--- config.mk ---
export PLATFORM = sky130hd
export DESIGN_NAME = display_sched
export DESIGN_NICKNAME = d
export VERILOG_FILES = /design/src/rtl/display_sched.sv
export SDC_FILE = /design/constraint.sdc
export NUM_CORES = 1
export LEC_CHECK = 0
export ABC_CLOCK_PERIOD_IN_PS = 2800
export CAP_MARGIN = 20
export CORE_MARGIN = 10
export CORE_UTILIZATION = 50
export DETAILED_ROUTE_END_ITERATION = 10
export GPL_ROUTABILITY_DRIVEN = 0
export HOLD_SLACK_MARGIN = 0.06
export PLACE_DENSITY = 0.87
export SETUP_SLACK_MARGIN = 0.05
export SYNTH_ARGS = -nofsm -noshare
export SYNTH_HDL_FRONTEND = slang
export SYNTH_SLANG_ARGS = --single-unit
--- constraint.sdc ---
create_clock -name clk -period 2.8 [get_ports clk]
set_clock_uncertainty 0.15 [all_clocks]
set_input_delay 0.42 -clock clk [delete_from_list [all_inputs] [get_ports clk]]
set_output_delay 0.42 -clock clk [all_outputs]
set_load 0.005 [all_outputs]
--- src/rtl/display_sched.sv ---
// display_sched: round-robin time-sharing of a 4-digit 7-segment display
// between three requesters, with a guaranteed minimum hold per owner and
// optional leading-zero blanking of the outgoing BCD word.
module display_sched #(
   parameter int unsigned HOLD_CYCLES = 50000000,
   parameter bit          LZB         = 1'b1
) (
   input  logic        clk,
   input  logic        rst,
   input  logic [2:0]  req,
   input  logic [15:0] data0,
   input  logic [15:0] data1,
   input  logic [15:0] data2,
   output logic [2:0]  gnt,
   output logic [15:0] disp_num,
   output logic [3:0]  disp_blank,
   output logic        busy
);

   typedef enum logic [1:0] {
      ST_IDLE = 2'd0,
      ST_HOLD = 2'd1,
      ST_OWN  = 2'd2
   } state_t;

   localparam logic [31:0] HOLD_LOAD = 32'(HOLD_CYCLES - 1);

   state_t      state_q, state_d;
   logic [2:0]  gnt_q, gnt_d;
   logic [1:0]  owner_q, owner_d;
   logic [1:0]  last_q, last_d;
   logic [31:0] cnt_q, cnt_d;
   logic [15:0] num_q, num_d;
   logic [2:0]  pick_idle_s;
   logic [2:0]  pick_own_s;
   logic [3:0]  blank_s;

   // Successor of a requester index in the 0 -> 1 -> 2 -> 0 ring.
   function automatic logic [1:0] rr_next(input logic [1:0] p);
      logic [1:0] n;
      case (p)
         2'd0:    n = 2'd1;
         2'd1:    n = 2'd2;
         default: n = 2'd0;
      endcase
      return n;
   endfunction

   // Round-robin search starting after p; p itself is tried last only when
   // incl_self is set. Returns {found, index}.
   function automatic logic [2:0] pick_rr(input logic [2:0] r, input logic [1:0] p,
                                          input logic incl_self);
      logic [1:0] c1;
      logic [1:0] c2;
      logic [2:0] res;
      c1 = rr_next(p);
      c2 = rr_next(c1);
      if (r[c1]) begin
         res = {1'b1, c1};
      end else if (r[c2]) begin
         res = {1'b1, c2};
      end else if (incl_self && r[p]) begin
         res = {1'b1, p};
      end else begin
         res = 3'b000;
      end
      return res;
   endfunction

   // Data word belonging to a requester index.
   function automatic logic [15:0] sel_data(input logic [1:0] idx, input logic [15:0] d0,
                                            input logic [15:0] d1, input logic [15:0] d2);
      logic [15:0] v;
      case (idx)
         2'd0:    v = d0;
         2'd1:    v = d1;
         default: v = d2;
      endcase
      return v;
   endfunction

   // Next-state logic: arbitration, hold countdown and display word selection.
   always_comb begin
      state_d     = state_q;
      gnt_d       = gnt_q;
      owner_d     = owner_q;
      last_d      = last_q;
      cnt_d       = cnt_q;
      num_d       = num_q;
      pick_idle_s = pick_rr(req, last_q, 1'b1);
      pick_own_s  = pick_rr(req, owner_q, 1'b0);
      case (state_q)
         ST_IDLE: begin
            if (pick_idle_s[2]) begin
               state_d = ST_HOLD;
               gnt_d   = 3'b001 << pick_idle_s[1:0];
               owner_d = pick_idle_s[1:0];
               last_d  = pick_idle_s[1:0];
               cnt_d   = HOLD_LOAD;
               num_d   = sel_data(pick_idle_s[1:0], data0, data1, data2);
            end else begin
               gnt_d = 3'b000;
               num_d = 16'h0000;
            end
         end
         ST_HOLD: begin
            // A released owner keeps the display, frozen on its last word.
            if (req[owner_q]) begin
               num_d = sel_data(owner_q, data0, data1, data2);
            end else begin
               num_d = num_q;
            end
            if (cnt_q == 32'd0) begin
               state_d = ST_OWN;
            end else begin
               cnt_d = cnt_q - 32'd1;
            end
         end
         ST_OWN: begin
            if (pick_own_s[2]) begin
               // Hand over directly to the next requester, no idle gap.
               state_d = ST_HOLD;
               gnt_d   = 3'b001 << pick_own_s[1:0];
               owner_d = pick_own_s[1:0];
               last_d  = pick_own_s[1:0];
               cnt_d   = HOLD_LOAD;
               num_d   = sel_data(pick_own_s[1:0], data0, data1, data2);
            end else if (req[owner_q]) begin
               num_d = sel_data(owner_q, data0, data1, data2);
            end else begin
               state_d = ST_IDLE;
               gnt_d   = 3'b000;
               num_d   = 16'h0000;
               cnt_d   = 32'd0;
            end
         end
         default: begin
            state_d = ST_IDLE;
            gnt_d   = 3'b000;
            num_d   = 16'h0000;
            cnt_d   = 32'd0;
         end
      endcase
   end

   // State and output registers with synchronous reset.
   always_ff @(posedge clk) begin
      if (rst) begin
         state_q <= ST_IDLE;
         gnt_q   <= 3'b000;
         owner_q <= 2'd0;
         last_q  <= 2'd2;
         cnt_q   <= 32'd0;
         num_q   <= 16'h0000;
      end else begin
         state_q <= state_d;
         gnt_q   <= gnt_d;
         owner_q <= owner_d;
         last_q  <= last_d;
         cnt_q   <= cnt_d;
         num_q   <= num_d;
      end
   end

   // Blank mask derived from the registered word so it always matches disp_num.
   always_comb begin
      blank_s = 4'b1111;
      if (state_q == ST_IDLE) begin
         blank_s = 4'b1111;
      end else if (LZB) begin
         blank_s[3] = (num_q[15:12] == 4'h0);
         blank_s[2] = (num_q[15:8]  == 8'h00);
         blank_s[1] = (num_q[15:4]  == 12'h000);
         blank_s[0] = 1'b0;
      end else begin
         blank_s = 4'b0000;
      end
   end

   assign gnt        = gnt_q;
   assign disp_num   = num_q;
   assign disp_blank = blank_s;
   assign busy       = (state_q != ST_IDLE);

endmodule
# Word level (Yosys, flattened, before mapping)
# Index checks and enable logic that the tools add are counted.
# word_totals
elab_cells,94
input_bits,53
ff_bits,57
# op_classes
eq_ne,14
muxes,47
shift,2
bitwise_logic,1
order_cmp,6
reduce_logical,17
n_addsub,1
# ops
operator,count
32-bit two-way mux,4
16-bit one-hot mux with 2 select lines,3
32-bit one-hot mux with 3 select lines,1
16-bit two-way mux,4
16-bit one-hot mux with 3 select lines,1
32-bit zero test,1
"32-bit by 1-bit subtractor with 32-bit output, second input constant",1
3-bit two-way mux,8
2-bit one-hot mux with 2 select lines,5
"2-bit by 3-bit < comparator with 1-bit output, second input constant",6
"2-bit by 1-bit == test with 1-bit output, second input constant",7
2-bit zero test,7
1-bit binary-select mux with 2-bit select,6
12-bit zero test,1
2-bit two-way mux,6
"2-bit != test, second input constant",5
3-bit one-hot mux with 3 select lines,1
3-bit AND reduction,3
8-bit zero test,1
1-bit two-way mux,6
2-bit one-hot mux with 3 select lines,1
"1-bit by 2-bit << shifter with 3-bit output, first input constant",2
4-bit zero test,1
4-bit two-way mux,1
other kinds (5),6

# Longest topological paths before layout
# depth
depth_word,12
mapped_depth,9

# Worst setup path before layout
# Ideal clock, no wire load.
# synth_path
path_kind,flip-flop to flip-flop
start,register cnt_q[0]
end,register cnt_q[16]
t_arrival_ns,2.257
setup_ns,0.070
required_time_ns,2.580
path_slack_ns,0.323
stages_incl_launch_ff,8
path_cell_list,dfxtp_1 > inv_1 > ha_1 > or4b_1 > or4_4 > nor2_4 > or4b_1 > a21oi_1
# synth_via
elab_chain_len,3
word_cells_on_any_way,6
# synth_rtl
item,line_no,rtl
start: declaration,32,"logic [31:0] cnt_q, cnt_d;"
start signal: assignment,160,cnt_q <= cnt_d;
32-bit by 1-bit subtractor with 32-bit output or 32-bit zero test (tied branches),"116, 113",
32-bit two-way mux or 2-bit != test (tied branches),--,
32-bit one-hot mux with 3 select lines or 3-bit AND reduction (tied branches),--,
# Several ways; a longest one is shown, not always the timed one. The select of a mux whose other input is x is not followed.
# A chain may end at the register's enable or synchronous reset.

# Final worst setup path
# layout_path
start,"register num_q[15], in the netlist disp_num[15]"
end,output disp_blank[1]
# layout_via
elab_chain_len,2
# layout_rtl
item,line_no,rtl
start: declaration,33,"logic [15:0] num_q, num_d;"
start signal: assignment,161,num_q <= num_d;
12-bit zero test,173,blank_s[1] = (num_q[15:4] == 12'h000);
4-bit two-way mux,168,if (state_q == ST_IDLE) begin
end: declaration,16,"output logic [3:0] disp_blank,"
# Every way passes these cells.

==> flow_results.org <==
** Critical path
- Flop2flop setup slack :: about 0.15 ns
- Data arrival time at the worst-slack endpoint :: 2.15 ns
- Largest stage delay on the critical path :: 0.58 ns
- Among all stages on the critical path, the largest delay is contributed by sky130_fd_sc_hd__or4_1.
- The worst setup path is launched from a register.
- Reg2Reg Capture Point :: cnt_q[16]
- The worst setup path is captured at an output pin.
- Cell family with the largest share of critical-path delay :: simple AND/OR/NAND/NOR gates
- In this run the critical register-to-register path is launched from cnt_q[1].
- Crit path depth :: 4
- Of all nets on the critical path, the largest fanout is 3.
- Cells along the critical path :: or4_1 > o21ai_2 > o21a_1 > clkdlybuf4s50_1
- CP Class :: register to output pin
- Data required time of the critical path :: 2.23 ns
- Count of cells along the worst register-to-register path :: 7
- Buffering stage count on the worst path with inverters included :: 1

** Floorplanning
- Core area :: 7810 um^2
- Measured along the x axis, the die boundary spans about 110 um.
- 77 I/O pins were placed.
- The floorplan step set the die height to 110 um.
- Number of placement rows :: 32
- Initial Utilization :: 52.1%
- The die covers 12,100 um^2.

** Synthesis
- Cell area after synthesis :: 4070 um^2
- Of all flip-flops after synthesis, the portion carrying an async set or reset was 0%.
- Post-synthesis average cell area :: roughly 7.4 um^2
- Number of standard cells after synthesis :: roughly 550
- Top post-synthesis cells by count :: sky130_fd_sc_hd__nor2_1, sky130_fd_sc_hd__dfxtp_1, sky130_fd_sc_hd__nand2_1, sky130_fd_sc_hd__o21ai_0, sky130_fd_sc_hd__a21oi_1
- Number of library cell types mapped by synthesis :: 66
- Primary flip-flop cell chosen by synthesis mapping :: sky130_fd_sc_hd__dfxtp_1
- By instance count, the leading cell after synthesis is sky130_fd_sc_hd__nor2_1.
- Summing the sequential cell areas from Yosys gives 27.6% of the chip area.
- Most area-consuming cells after synthesis :: sky130_fd_sc_hd__dfxtp_1, sky130_fd_sc_hd__nor2_1, sky130_fd_sc_hd__nand2_1
- Synth Register Bits :: 56
- The number of nets handed over by synthesis was slightly above 600.
- The synthesized design contains 0 enable-type register cells.
- Of the post-synthesis cell area, the dominant cell type holds 27.6%.
- Top cell type by total area after synthesis :: sky130_fd_sc_hd__dfxtp_1
- For this run, the number of Yosys warnings is 0.

** Place
- Prior to clock tree synthesis, the placed netlist has a worst setup slack of -0.0941 ns.
- Count of buffers from port buffering :: between 70 and 80
- The wire-length estimate of the detail-placed layout is 10,400 um.

** Final layout
- Final Util :: 67.1%
- Share of final-layout standard cells stronger than drive strength 1 :: 10.8%
- Fill cell total of the finished layout :: 602
- After the last flow step, the layout net total stands at 691.
- Antenna cell count :: 0
- Layout-stage area growth over the synthesis result :: 28.8%

** Worst hold path
- Cells on Worst Hold Path :: 2
- Critical hold path startpoint :: cnt_q[27]
- The path with the worst hold slack has its endpoint at cnt_q[27].
- The worst hold path belongs to the class register to register.

** Global route
- Total congestion overflow :: 0
- Entering global routing, the biggest net connects 28 pins.
- Global routing consumed, on the met2 layer, 36.4% of the routing resources.
- The layer flagged by global routing as most heavily used is met2.
- The first global-routing pass estimated 22,800 um of wire.
- Grt met3 use :: 5.34%
- Via count of the first global-routing pass :: 4,787
- Number of antenna violations at the first check in global routing :: 0
- Tot GR Track Use :: 22.7%
- Met1 Resource Use GR :: between 20% and 30%

** Clock tree
- CTS saw 56 sinks.
- Hold repair after CTS inserted 0 buffers.
- The H-tree generated during clock tree synthesis spans 2 levels.
- The clock passes through at most 2 buffers.
- Clock-pin slew reported for the worst setup and hold paths after clock tree synthesis :: 0.10 ns
- For the worst-skew pair, the clock arrives at the later sink with an insertion delay of between 0.3 and 0.4 ns.
- The cell sitting at the root of the clock tree is a sky130_fd_sc_hd__clkbuf_8.
- TritonCTS built the clock tree.
- Number of clock buffers inserted by TritonCTS :: 5

** Power and ir drop
- Power comes to 2.42 mW.
- Power density normalized to cell area :: about 460 nW/um^2
- VDD sags by at most 0.261 mV.
- Leak pwr :: 1.89 nW

** Detailed routing
- Detailed-route vias per instance :: 6.82
- Vias :: about 5,000
- After detailed routing, the average wire length per cell comes to 19.8 um.
- The count of nets left with antenna violations once routing finished came out at 0.
- DRT iter0 DRCs :: around 530
- The routed design has 14,600 um of wire.
- The first TritonRoute pass finished after 9 iterations.
- Remaining design rule violation count :: 0

** STA
- Setup repair after global routing missed its margin :: no
- The final number of max-transition violations is 0.
- The worst path needs 2.72 ns of the cycle, external delays included.
- Number of setup violations in the final report :: 0
- Fin crit share :: 97.1%
- The final hold violation count is 0.
- Hold timing on the final database bottoms out at a slack of roughly 0.35 ns.
- Achievable frequency :: 368 MHz
- Worst slew pin tran :: 0.678 ns
- The worst pin sits at a relative slew slack of 54.8%.
- Setup slack closes at 0.0823 ns.

** Run status
- The run finished with clean final reports.

** Job
- Max-cap violations in this run came to 0.
[worst max-delay path by stage]
stage | startpoint | to | slack, ns
finish | disp_num[15] | disp_blank[1] | 0.08
detailed placement | req[0] | cnt_q[21] | -0.09
CTS | disp_num[12] | disp_blank[1] | 0.11
global placement | req[0] | cnt_q[21] | -0.08
floorplan | cnt_q[0] | cnt_q[16] | 0.32
global route | disp_num[15] | disp_blank[1] | 0.05
[sequential cells by signal (all words and copies together), names as in the netlist]
register	flops
disp_num	16
last_q	1
gnt	3
state_q	2
owner_q	2
cnt_q	32
[through the flow]
stage               cells  instance area [um^2]  setup TNS (ns)
CTS                   739                  5200               0
global route          739                  5240               0
detailed placement    731                  5110          -0.347
floorplan             551                  4070               0
global placement      731                  5110         -0.0818
finish                739                  5240               0
[worst register-to-register path, stage by stage, from the launching register on]
cell	delay, ns
sky130_fd_sc_hd__dfxtp_1	0.37
sky130_fd_sc_hd__inv_1	0.17
sky130_fd_sc_hd__ha_4	0.18
sky130_fd_sc_hd__or4b_1	0.47
sky130_fd_sc_hd__or4_4	0.50
sky130_fd_sc_hd__nor2_4	0.13
sky130_fd_sc_hd__or4b_1	0.44
sky130_fd_sc_hd__a21oi_1	0.18
[cell usage in the layout, fill, tap and decap left out, drive strengths merged, types with 7 or more instances in the layout]
| cell type | instances |
|---|---|
| nor4 | 13 |
| xnor2 | 11 |
| or4 | 8 |
| nand2b | 8 |
| a221oi | 15 |
| o21ai | 41 |
| buf | 41 |
| o22ai | 18 |
| a2bb2oi | 15 |
| o221ai | 16 |
| mux2i | 18 |
| nor3 | 16 |
| nand3 | 7 |
| nand2 | 54 |
| inv | 19 |
| dfxtp | 56 |
| clkbuf | 7 |
| a21oi | 39 |
| nor2 | 67 |
| a31oi | 8 |
| a21boi | 16 |
| clkdlybuf4s50 | 76 |
[metal layers]
layer,up-vias,share of wire (%)
met5,-,0
met4,0,3.1
met3,61,13
met2,423,45
met1,2318,39
li1,2241,-
[layout make-up]
cell class                      instances  area, um^2  share of cell area (%)
Multi-Input combinational cell        437        2750                    52.6
Clock inverter                          1        8.76                   0.167
Sequential cell                        56        1120                    21.4
Inverter                               19        71.3                    1.36
Clock buffer                            7        76.3                    1.46
Tap cell                              102         128                    2.44
Timing Repair Buffer                  117        1080                    20.6
[logic make-up after synthesis]
kind of cell,synth area share [%]
and+or+nand+nor,26.0
muxes,4.43
xor gates and xnor gates,2.37
AOI/OAI and AO/OA,33.3
DFF,27.6
buffers and inverters,5.78
adders and majority gates,0.615
[power breakdown]
group	switching (mW)	leakage [nW]	total, mW	internal (mW)
clock	0.273	0.0424	0.453	0.180
sequential	0.103	0.462	0.986	0.883
combinational	0.516	1.38	0.979	0.463
[repair_timing]
action,4_1_cts,5_1_grt
endpoints found under the hold margin,0,0
setup endpoints to repair,1,6
gates resized for setup,1,9
buffers inserted,0,0
No activity file was read; power rests on OpenSTA's default activity.
